`src/rtl/stream_demux.sv`:
```
// stream_demux: routes one WIDTH-bit valid/ready stream to one of CHANNELS
// output streams, chosen per beat by `select`. Each output channel has a
// one-entry holding register, so a stalled consumer only blocks beats that
// are addressed to it. A select value that names no channel is accepted,
// discarded and reported on `dropPulse` one cycle later.
//
// Optional feature: define STREAM_DEMUX_BCAST_EN to add the `bcast` input.
// A broadcast beat ignores `select`, waits until every channel can take it,
// and then loads all channels at once.

module stream_demux #(
    parameter  int WIDTH    = 16,
    parameter  int CHANNELS = 4,
    localparam int SELW     = $clog2(CHANNELS)
) (
    input  logic                      clk,
    input  logic                      resetN,
    input  logic [WIDTH-1:0]          in,
    input  logic                      inValid,
    output logic                      inReady,
    input  logic [SELW-1:0]           select,
`ifdef STREAM_DEMUX_BCAST_EN
    input  logic                      bcast,
`endif
    output logic [CHANNELS*WIDTH-1:0] out,
    output logic [CHANNELS-1:0]       outValid,
    input  logic [CHANNELS-1:0]       outReady,
    output logic                      dropPulse
);

    // Per-channel holding register occupancy.
    typedef enum logic {
        EMPTY = 1'b0,
        FULL  = 1'b1
    } chan_state_e;

    chan_state_e               state      [CHANNELS];
    chan_state_e               state_next [CHANNELS];

    logic [CHANNELS-1:0]       sel_hot;
    logic [CHANNELS-1:0]       stalled;
    logic [CHANNELS-1:0]       load_mask;
    logic [CHANNELS-1:0]       load;
    logic                      sel_legal;
    logic                      bcast_beat;
    logic                      accept;
    logic                      drop_next;

`ifdef STREAM_DEMUX_BCAST_EN
    assign bcast_beat = bcast;
`else
    assign bcast_beat = 1'b0;
`endif

    // Decode select into a one-hot channel vector; an out-of-range select
    // matches no channel, which is how illegal beats are recognised.
    always_comb begin
        sel_hot = '0;
        for (int k = 0; k < CHANNELS; k++) begin
            if (select == SELW'(k)) begin
                sel_hot[k] = 1'b1;
            end
        end
        sel_legal = |sel_hot;
    end

    // Ready only depends on whether the targeted channel(s) can take a beat
    // this cycle; a full channel whose consumer is taking its beat counts
    // as free so each channel sustains one beat per cycle.
    always_comb begin
        stalled   = outValid & ~outReady;
        load_mask = '0;
        inReady   = 1'b1;
        if (bcast_beat) begin
            load_mask = '1;
            inReady   = ~|stalled;
        end else begin
            load_mask = sel_hot;
            inReady   = ~|(stalled & sel_hot);
        end
    end

    // Handshake outcome: which channels load and whether a beat is dropped.
    always_comb begin
        accept    = inValid & inReady;
        load      = accept ? load_mask : '0;
        drop_next = accept & ~bcast_beat & ~sel_legal;
    end

    // Channel occupancy registers; reset empties every channel.
    always_ff @(posedge clk or negedge resetN) begin
        if (!resetN) begin
            for (int k = 0; k < CHANNELS; k++) begin
                state[k] <= EMPTY;
            end
        end else begin
            for (int k = 0; k < CHANNELS; k++) begin
                state[k] <= state_next[k];
            end
        end
    end

    // Next occupancy: a load always leaves the channel full (this covers the
    // drain-and-reload case), otherwise a consumed beat empties it.
    always_comb begin
        for (int k = 0; k < CHANNELS; k++) begin
            state_next[k] = state[k];
            case (state[k])
                EMPTY: begin
                    if (load[k]) begin
                        state_next[k] = FULL;
                    end
                end
                FULL: begin
                    if (load[k]) begin
                        state_next[k] = FULL;
                    end else if (outReady[k]) begin
                        state_next[k] = EMPTY;
                    end
                end
                default: begin
                    state_next[k] = EMPTY;
                end
            endcase
        end
    end

    // Expose occupancy as the per-channel valid flags.
    always_comb begin
        outValid = '0;
        for (int k = 0; k < CHANNELS; k++) begin
            outValid[k] = (state[k] == FULL);
        end
    end

    // Channel data registers: only written on a load, so data stays stable
    // while a channel is stalled and keeps its last value after draining.
    always_ff @(posedge clk or negedge resetN) begin
        if (!resetN) begin
            out <= '0;
        end else begin
            for (int k = 0; k < CHANNELS; k++) begin
                if (load[k]) begin
                    out[k*WIDTH +: WIDTH] <= in;
                end
            end
        end
    end

    // One-cycle indication that the previous accepted beat had no destination.
    always_ff @(posedge clk or negedge resetN) begin
        if (!resetN) begin
            dropPulse <= 1'b0;
        end else begin
            dropPulse <= drop_next;
        end
    end

endmodule

```
`config.mk`:
```
export PLATFORM = sky130hd
export DESIGN_NAME = stream_demux
export DESIGN_NICKNAME = d
export VERILOG_FILES = /design/src/rtl/stream_demux.sv
export SDC_FILE = /design/constraint.sdc
export NUM_CORES = 1
export LEC_CHECK = 0
export CORE_ASPECT_RATIO = 0.9
export CORE_MARGIN = 2
export CORE_UTILIZATION = 45
export CTS_BUF_LIST = sky130_fd_sc_hd__clkbuf_16
export DETAILED_ROUTE_END_ITERATION = 7
export PLACE_DENSITY = 0.79
export SYNTH_ARGS = -nofsm -noshare
export SYNTH_HDL_FRONTEND = slang
export SYNTH_SLANG_ARGS = --single-unit
```
`constraint.sdc`:
```
create_clock -name clk -period 1.5 [get_ports clk]
set_input_delay 0.225 -clock clk [delete_from_list [all_inputs] [get_ports clk]]
set_output_delay 0.225 -clock clk [all_outputs]
set_load 0.02 [all_outputs]
```
==> results of run 1 <==
[metal layers]
metal  vias up  share of wire [%]  global-route usage [%]
met5         -                  0                       0
met4         0                1.2                    5.23
met3         6                7.5                    8.00
met2        69                 48                    31.7
met1       864                 44                    24.8
li1        783                  -                       -
[cell families (layout without fill, tap and decap cells)]
| group | after synthesis | in the layout | share of synthesized area (%) |
|---|---|---|---|
| flops | 69 | 69 | 61.6 |
| mux | 65 | 65 | 30.7 |
| simple gates | 15 | 15 | 4.15 |
| buf+inv | 6 | 128 | 3.22 |
| other cells | 1 | 1 | 0.134 |
| compound gates | 1 | 1 | 0.178 |
[per-stage QoR]
stage	area (µm²)	hold slack, ns	TNS (ns)
floorplan	2800	-0.0706	0
global route	4210	0.414	-0.584
CTS	4140	0.479	-0.123
detailed placement	3930	0.276	-18.05
finish	4210	0.395	-0.115
global placement	3930	0.274	-16.23
[final timing paths]
path	from	to	slack [ns]	depth (start not counted)
setup / recovery	outValid[3]$_DFF_PN0_	inReady	-0.11	3
hold / removal	select[1]	outValid[3]$_DFF_PN0_	0.39	4
setup reg to reg	outValid[2]$_DFF_PN0_	out[38]$_DFFE_PN0P_	0.04	5
hold reg to reg	out[15]$_DFFE_PN0P_	out[15]$_DFFE_PN0P_	0.50	1
max in group asynchronous	resetN	outValid[2]$_DFF_PN0_	0.73	3
min in group asynchronous	resetN	out[7]$_DFFE_PN0P_	0.47	3
[flip-flops by register name (all words and copies together), names as in the netlist]
name / cells
outValid: 4
dropPulse: 1
out: 64
[power by group through the flow]
stage / Clock, W / Sequential (W) / Combinational, W
4_1_cts: 0.00182 / 0.00245 / 0.00178
2_1_floorplan: 0 / 0.00292 / 0.000500
3_5_place_dp: 0 / 0.00248 / 0.00199
5_1_grt: 0.00192 / 0.00249 / 0.00187
3_3_place_gp: 0 / 0.00246 / 0.00196
6_report: 0.00178 / 0.00244 / 0.00178
[worst max-delay path, cell delays in order, from the launching register on]
cell	delay, ns
dfrtp_1	0.39
nand2b_4	0.06
mux4_2	0.47
buf_6	0.15
[layout make-up]
type	instances	area (µm²)
multi-input combinational	82	1030
clock buffer	9	225
tap	72	90.1
sequential	69	1730
clock inverter	7	27.5
fill	437	1870
timing repair buffer	112	1110
[synthesized netlist by cell type]
cell type	n	area share, %
and3_4	1	0.40
buf_12	3	2.1
buf_4	1	0.27
buf_6	2	0.80
conb_1	1	0.13
dfrtp_1	69	62
mux2_1	1	0.40
mux2_2	33	13
mux2_4	30	16
mux4_1	1	0.94
nand2_1	4	0.54
nand2_2	1	0.22
nand2b_1	4	0.89
nand3_1	1	0.18
nand3b_4	1	0.71
nor2b_1	1	0.22
nor2b_2	1	0.31
nor3b_4	1	0.67
o21ai_0	1	0.18
[repair_timing]
action	4_1_cts	5_1_grt
hold endpoints to repair	69	0
gates resized for setup	66	23
endpoints found under the setup margin	62	51
hold buffers	1	0
==> results.yml, run 1 <==
status:
  status: "complete, but fails checks"
  failed_checks: "setup timing"
pwr:
  comb_power_share_pct: 29.6
  vdd.ir_drop.worst_v: 0.000809
  switching_share_pct: 29.7
  power_leakage_nw: 2.11
  switching_power_w: 0.00178
  seqPwrFrac_pct: 40.7
  internal_power_w: 0.00422
  power_density_mw_per_mm2: 1420
  power_frac_clock_pct: 29.7
  total_power_w: 0.00600
setup_path:
  critPathRequiredTime_ns: 1.27
  endpoint_kind: "output pin"
  critical_path_class: "reg2out"
  critPathMaxFanout: 2
  arrival_ns: 1.39
  critPathLaunchType: "flip-flop"
logic_synthesis:
  ys_warn_count: 0
  ys_ff_latch: 69
  synth_area_per_cell_um2: 17.8
  synth_cells: 157
  synth_area_mm2: 0.00280
  syn_nets: 182
  synth_seq_area_share_pct: 61.6
  ys_types: 19
placement:
  hpwlAfterDp_um: 4300
  io_buffers: 94
  pre_cts_ws_ns: -0.560
  gp_congestion: 0.744
  placedCellCount: 334
grt:
  antenna_found_initial: 0
  grt_overflow: 0
  grtUsageTotal_pct: 19.7
  grt_pass1_wl_um: 10200
  grt_pass1_vias: 1875
  grt_max_degree: 70
clock_tree:
  cts_setup_buffers: 0
  cts_buffer_depth: 2
  cts_max_level: 3
  cts_num_sinks: 69
  cts_buffers: 9
  cts_tree: "yes"
  clk_pin_slew_ns: 0.05
  root_buffer: "clkbuf_16"
  insertion_delay_ns: 0.32
drt:
  route.detailed.drc: 0
  drtPass1Iterations: 4
  drtAntennaViolNets: 0
  drt_iter0_markers: 38
  vias_per_cell: 4.91
  routed_wl_um: 6250
  drt-wirelength-per-cell_um: 17.8
  num_vias: 1722
die:
  start_util_pct: 46.1
  die_area_mm2: 0.00687
  pin_count: 95
  core-area_mm2: 0.00608
  die_w_um: 87.2
  rows: 27
  die_h_um: 78.9
sta:
  rsz0062_at_grt: "yes"
  slew_violations: 0
  post-route-period-util_pct: 108
  final_hold_viol_count: 0
  fmax_mhz: 619
  min_period_ns: 1.61
  finalWorstSetupSlack_ns: -0.115
  clock_skew_ns: 0.00609
  setup_viol: 1
final_layout:
  antenna_cells: 0
  mostFrequentLayoutCells: "68 x dfrtp_1, 56 x dlygate4sd2_1, 36 x mux2_4"
  final_common_cell: "dfrtp_1"
  syn_to_final_growth_pct: 50.4
  fin_nets: 299
  final_core_util_pct: 69.3
  instances_no_fill: 351
  layout-drive-gt1-share_pct: 36.9
run:
  maxCapViolCount: 0
min_path:
  hold_path.class: "in2reg"
No activity file was read; power rests on OpenSTA's default activity.
==> run 2: changes to the inputs <==
--- a/config.mk
+++ b/config.mk
@@ -11,6 +11,7 @@
 export CTS_BUF_LIST = sky130_fd_sc_hd__clkbuf_16
 export DETAILED_ROUTE_END_ITERATION = 7
 export PLACE_DENSITY = 0.79
+export SKIP_CTS_REPAIR_TIMING = 1
 export SYNTH_ARGS = -nofsm -noshare
 export SYNTH_HDL_FRONTEND = slang
 export SYNTH_SLANG_ARGS = --single-unit
==> results.yml, run 2 (same netlist as run 1, synthesis figures left out) <==
sta:
  final_hold_viol_count: 0
  finalWorstSetupSlack_ns: -0.148
  slew_violations: 0
  clock_skew_ns: 0.00766
  whs_ns: 0.399
  post-route-period-util_pct: 110
  setup_viol: 1
  min_period_ns: 1.65
  rsz0062_at_grt: "yes"
  fmax_mhz: 607
drt:
  vias_per_cell: 4.98
  drtPass1Iterations: 4
  drt-wirelength-per-cell_um: 19.1
  route.detailed.drc: 0
  num_vias: 1753
  routed_wl_um: 6710
  drtAntennaViolNets: 0
  drt_iter0_markers: 47
grt:
  grt_overflow: 0
  antenna_found_initial: 0
  grtUsageTotal_pct: 19.6
  grt_pass1_vias: 1879
  grt_pass1_wl_um: 10100
  grt_max_degree: 70
min_path:
  hold_path.class: "in2reg"
  hold_depth: 4
  hold_end: "outValid[3]$_DFF_PN0_"
  min_from: "select[1]"
setup_path:
  critical_path_class: "in2out"
  critPathTopFamily: "buffers and inverters"
  critPathLaunchType: "input pin"
  cpPeakStageDelay_ns: 0.47
  arrival_ns: 1.42
  cp_cell_sequence: "clkdlybuf4s50_1 > nand2b_1 > mux4_2 > buf_6"
  worstSetupStartpoint: "outReady[1]"
  reg2reg_to: "out[38]$_DFFE_PN0P_"
  cp.depth: 4
  reg2reg_from: "outValid[2]$_DFF_PN0_"
  reg2reg_slack_ns: 0.01
  crit_slowest_cell: "mux4_2"
  critPathRequiredTime_ns: 1.27
  endpoint_kind: "output pin"
  critPathMaxFanout: 2
  r2r_cells: 5
  crit_buf_inv: 2
die:
  die_area_mm2: 0.00687
  core-area_mm2: 0.00608
  die_h_um: 78.9
  die_w_um: 87.2
  pin_count: 95
  rows: 27
  start_util_pct: 46.1
final_layout:
  largest_register: "out"
  mostFrequentLayoutCells: "69 x dlymetal6s2s_1, 68 x dfrtp_1, 36 x mux2_4"
  layout-drive-gt1-share_pct: 36.8
  final_common_cell: "dlymetal6s2s_1"
  largest_reg_flops: 64
  syn_to_final_growth_pct: 57.7
  antenna_cells: 0
  final_core_util_pct: 72.6
  fin_nets: 300
pwr:
  power_density_mw_per_mm2: 1400
  vdd.ir_drop.worst_v: 0.000787
  total_power_w: 0.00618
  power_leakage_nw: 2.58
run:
  maxCapViolCount: 0
placement:
  pre_cts_ws_ns: -0.560
  io_buffers: 94
  hpwlAfterDp_um: 4300
  gp_congestion: 0.744
clock_tree:
  insertion_delay_ns: 0.32
  cts_num_sinks: 69
  cts_tree: "yes"
  cts_buffers: 9
  clk_pin_slew_ns: 0.05
  cts_buffer_depth: 2
  cts_max_level: 3
  root_buffer: "clkbuf_16"
status:
  failed_checks: "setup timing"
  status: "complete, but fails checks"
run 2: worst max-delay path by stage:
stage / endpoint / slack, ns
2_1_floorplan: out[37]$_DFFE_PN0P_ / 0.004
3_3_place_gp: inReady / -0.53
3_5_place_dp: inReady / -0.56
4_1_cts: inReady / -0.57
5_1_grt: inReady / -0.17
6_report: inReady / -0.15
run 2: area by class of cell:
class	count	area, µm²
clock inverters	7	27.5
well taps	72	90.1
flip-flops and latches	69	1730
clock buffers	9	225
repair buffers	113	1330
fillers	393	1660
multi-input cells	82	1020
run 2: metal layers:
| layer | track usage, % | vias to the layer above | wire (µm) |
|---|---|---|---|
| li1 | - | 786 | - |
| met1 | 24.5 | 892 | 2810 |
| met2 | 31.5 | 69 | 3410 |
| met3 | 8.63 | 6 | 403 |
| met4 | 4.31 | 0 | 85 |
| met5 | 0 | - | 0 |
run 2: power breakdown:
part	switching [W]	total, W	internal (W)
logic	0.000890	0.00195	0.00106
registers	0.000207	0.00245	0.00224
clock network	0.000704	0.00178	0.00108
total	0.00180	0.00618	0.00438
run 2: metrics by stage:
| step | instances | area, µm² | TNS (ns) |
|---|---|---|---|
| after detailed placement | 334 | 3930 | -18.05 |
| after global placement | 334 | 3930 | -16.23 |
| after CTS | 350 | 4180 | -1.75 |
| final | 352 | 4420 | -0.148 |
| after floorplan | 157 | 2800 | 0 |
| after global routing | 352 | 4420 | -0.697 |
run 2: worst register-to-register path, cell delays in order, from the launching register on:
cell	delay, ns
dfrtp_2	0.42
nand2b_4	0.08
buf_6	0.09
nor3b_4	0.27
buf_12	0.19
mux2_4	0.31
==> run 3: changes to the inputs <==
--- a/config.mk
+++ b/config.mk
@@ -10,7 +10,7 @@
 export CORE_UTILIZATION = 45
 export CTS_BUF_LIST = sky130_fd_sc_hd__clkbuf_16
 export DETAILED_ROUTE_END_ITERATION = 7
-export PLACE_DENSITY = 0.79
+export PLACE_DENSITY_LB_ADDON = 0.12
 export SKIP_CTS_REPAIR_TIMING = 1
 export SYNTH_ARGS = -nofsm -noshare
 export SYNTH_HDL_FRONTEND = slang
==> results.yml, run 3 (same netlist as run 1, synthesis figures left out) <==
status:
  status: "complete, but fails checks"
  failed_checks: "setup timing"
placement:
  io_buffers: 94
  gp_congestion: 0.734
  hpwlAfterDp_um: 3880
  pre_cts_ws_ns: -0.545
die:
  rows: 27
  die_w_um: 87.2
  die_h_um: 78.9
  start_util_pct: 46.1
  pin_count: 95
  die_area_mm2: 0.00687
  core-area_mm2: 0.00608
sta:
  clock_skew_ns: 0.00396
  min_period_ns: 1.62
  fmax_mhz: 618
  setup_viol: 1
  final_hold_viol_count: 0
  finalWorstSetupSlack_ns: -0.118
  rsz0062_at_grt: "yes"
  slew_violations: 0
  whs_ns: 0.296
  post-route-period-util_pct: 108
drt:
  num_vias: 1741
  drt_iter0_markers: 47
  vias_per_cell: 4.96
  drtAntennaViolNets: 0
  route.detailed.drc: 0
  drt-wirelength-per-cell_um: 17.1
  drtPass1Iterations: 4
  routed_wl_um: 6000
pwr:
  comb_power_share_pct: 30.5
  power_density_mw_per_mm2: 1420
  seqPwrFrac_pct: 38.4
  power_leakage_nw: 2.59
  total_power_w: 0.00634
  internal_power_w: 0.00456
  vdd.ir_drop.worst_v: 0.000785
  switching_power_w: 0.00178
  switching_share_pct: 28.0
  power_frac_clock_pct: 31.2
setup_path:
  critical_path_class: "in2out"
  critPathLaunchType: "input pin"
  arrival_ns: 1.39
  endpoint_kind: "output pin"
  reg2reg_from: "outValid[2]$_DFF_PN0_"
  r2r_cells: 5
  reg2reg_slack_ns: 0
  critPathMaxFanout: 2
  critPathRequiredTime_ns: 1.27
  reg2reg_to: "out[35]$_DFFE_PN0P_"
final_layout:
  multi_input_comb_area_mm2: 0.00104
  antenna_cells: 0
  fin_nets: 299
  layout-drive-gt1-share_pct: 38.0
  mostFrequentLayoutCells: "69 x dlymetal6s2s_1, 68 x dfrtp_1, 36 x mux2_4"
  largest_register: "out"
  final-seq-area_mm2: 0.00173
  syn_to_final_growth_pct: 59.3
  largest_reg_flops: 64
  num-fill-cells: 395
  final_common_cell: "dlymetal6s2s_1"
grt:
  antenna_found_initial: 0
  grt_overflow: 0
  grt_max_degree: 70
  grtUsageTotal_pct: 17.4
  grt_pass1_wl_um: 9090
  grt_pass1_vias: 1792
clock_tree:
  cts_buffers: 9
  cts_num_sinks: 69
  root_buffer: "clkbuf_16"
  cts_max_level: 3
  cts_buffer_depth: 2
  insertion_delay_ns: 0.32
  clk_pin_slew_ns: 0.05
  cts_tree: "yes"
run:
  maxCapViolCount: 0
min_path:
  hold_end: "outValid[3]$_DFF_PN0_"
  hold_depth: 4
  min_from: "outReady[3]"
  hold_path.class: "in2reg"
==> run 3: cell types whose count changed in the layout (fill, tap and decap cells not counted), sizes merged <==
cell      before  now
bufinv         0    1
inv            3    1
buf           20   19
clkinvlp       0    1
==> run 3: worst max path at each step <==
stage                          start                   to  slack [ns]  depth (start not counted)
2_1_floorplan  outValid[2]$_DFF_PN0_  out[37]$_DFFE_PN0P_       0.004                          4
5_1_grt                  outReady[0]              inReady       -0.15                          4
4_1_cts                  outReady[2]              inReady       -0.54                          4
6_report                 outReady[0]              inReady       -0.12                          4
3_3_place_gp               select[1]              inReady       -0.53                          3
3_5_place_dp             outReady[2]              inReady       -0.55                          4
==> run 3: worst max-delay path, stage by stage <==
cell             delay (ns)
clkdlybuf4s50_1        0.41
nand2b_4               0.15
mux4_2                 0.46
buf_6                  0.15
==> run 3: through the flow <==
step,cell area [µm²],TNS [ns],utilization (%),cells
after detailed placement,3930,-17.36,64.7,334
after CTS,4210,-1.28,69.3,350
after global placement,3930,-16.41,64.7,334
after floorplan,2800,0,-,157
after global routing,4460,-0.470,73.4,351
final,4460,-0.118,73.4,351
==> run 3: power by group through the flow <==
stage          Clock (W)  Combinational (W)  Sequential [W]
2_1_floorplan          0           0.000500         0.00292
3_3_place_gp           0            0.00196         0.00246
3_5_place_dp           0            0.00197         0.00246
4_1_cts          0.00203            0.00199         0.00244
5_1_grt          0.00209            0.00203         0.00248
6_report         0.00198            0.00193         0.00243
==> run 3: area by class of cell <==
cell class,instances,share of cell area (%)
Tap cell,72,2.02
Sequential cell,69,38.7
Timing Repair Buffer,112,29.7
Multi-Input combinational cell,82,23.2
Clock inverter,7,1.29
Clock buffer,9,5.05
==> run 3: per-layer routing <==
metal / part of all wire [%] / up-vias / global-route usage [%] / wire length [µm]
li1: - / 785 / - / -
met1: 46 / 886 / 24.0 / 2750
met2: 47 / 59 / 26.0 / 2810
met3: 5.7 / 11 / 4.89 / 339
met4: 1.6 / 0 / 6.92 / 97
met5: 0 / - / 0 / 0
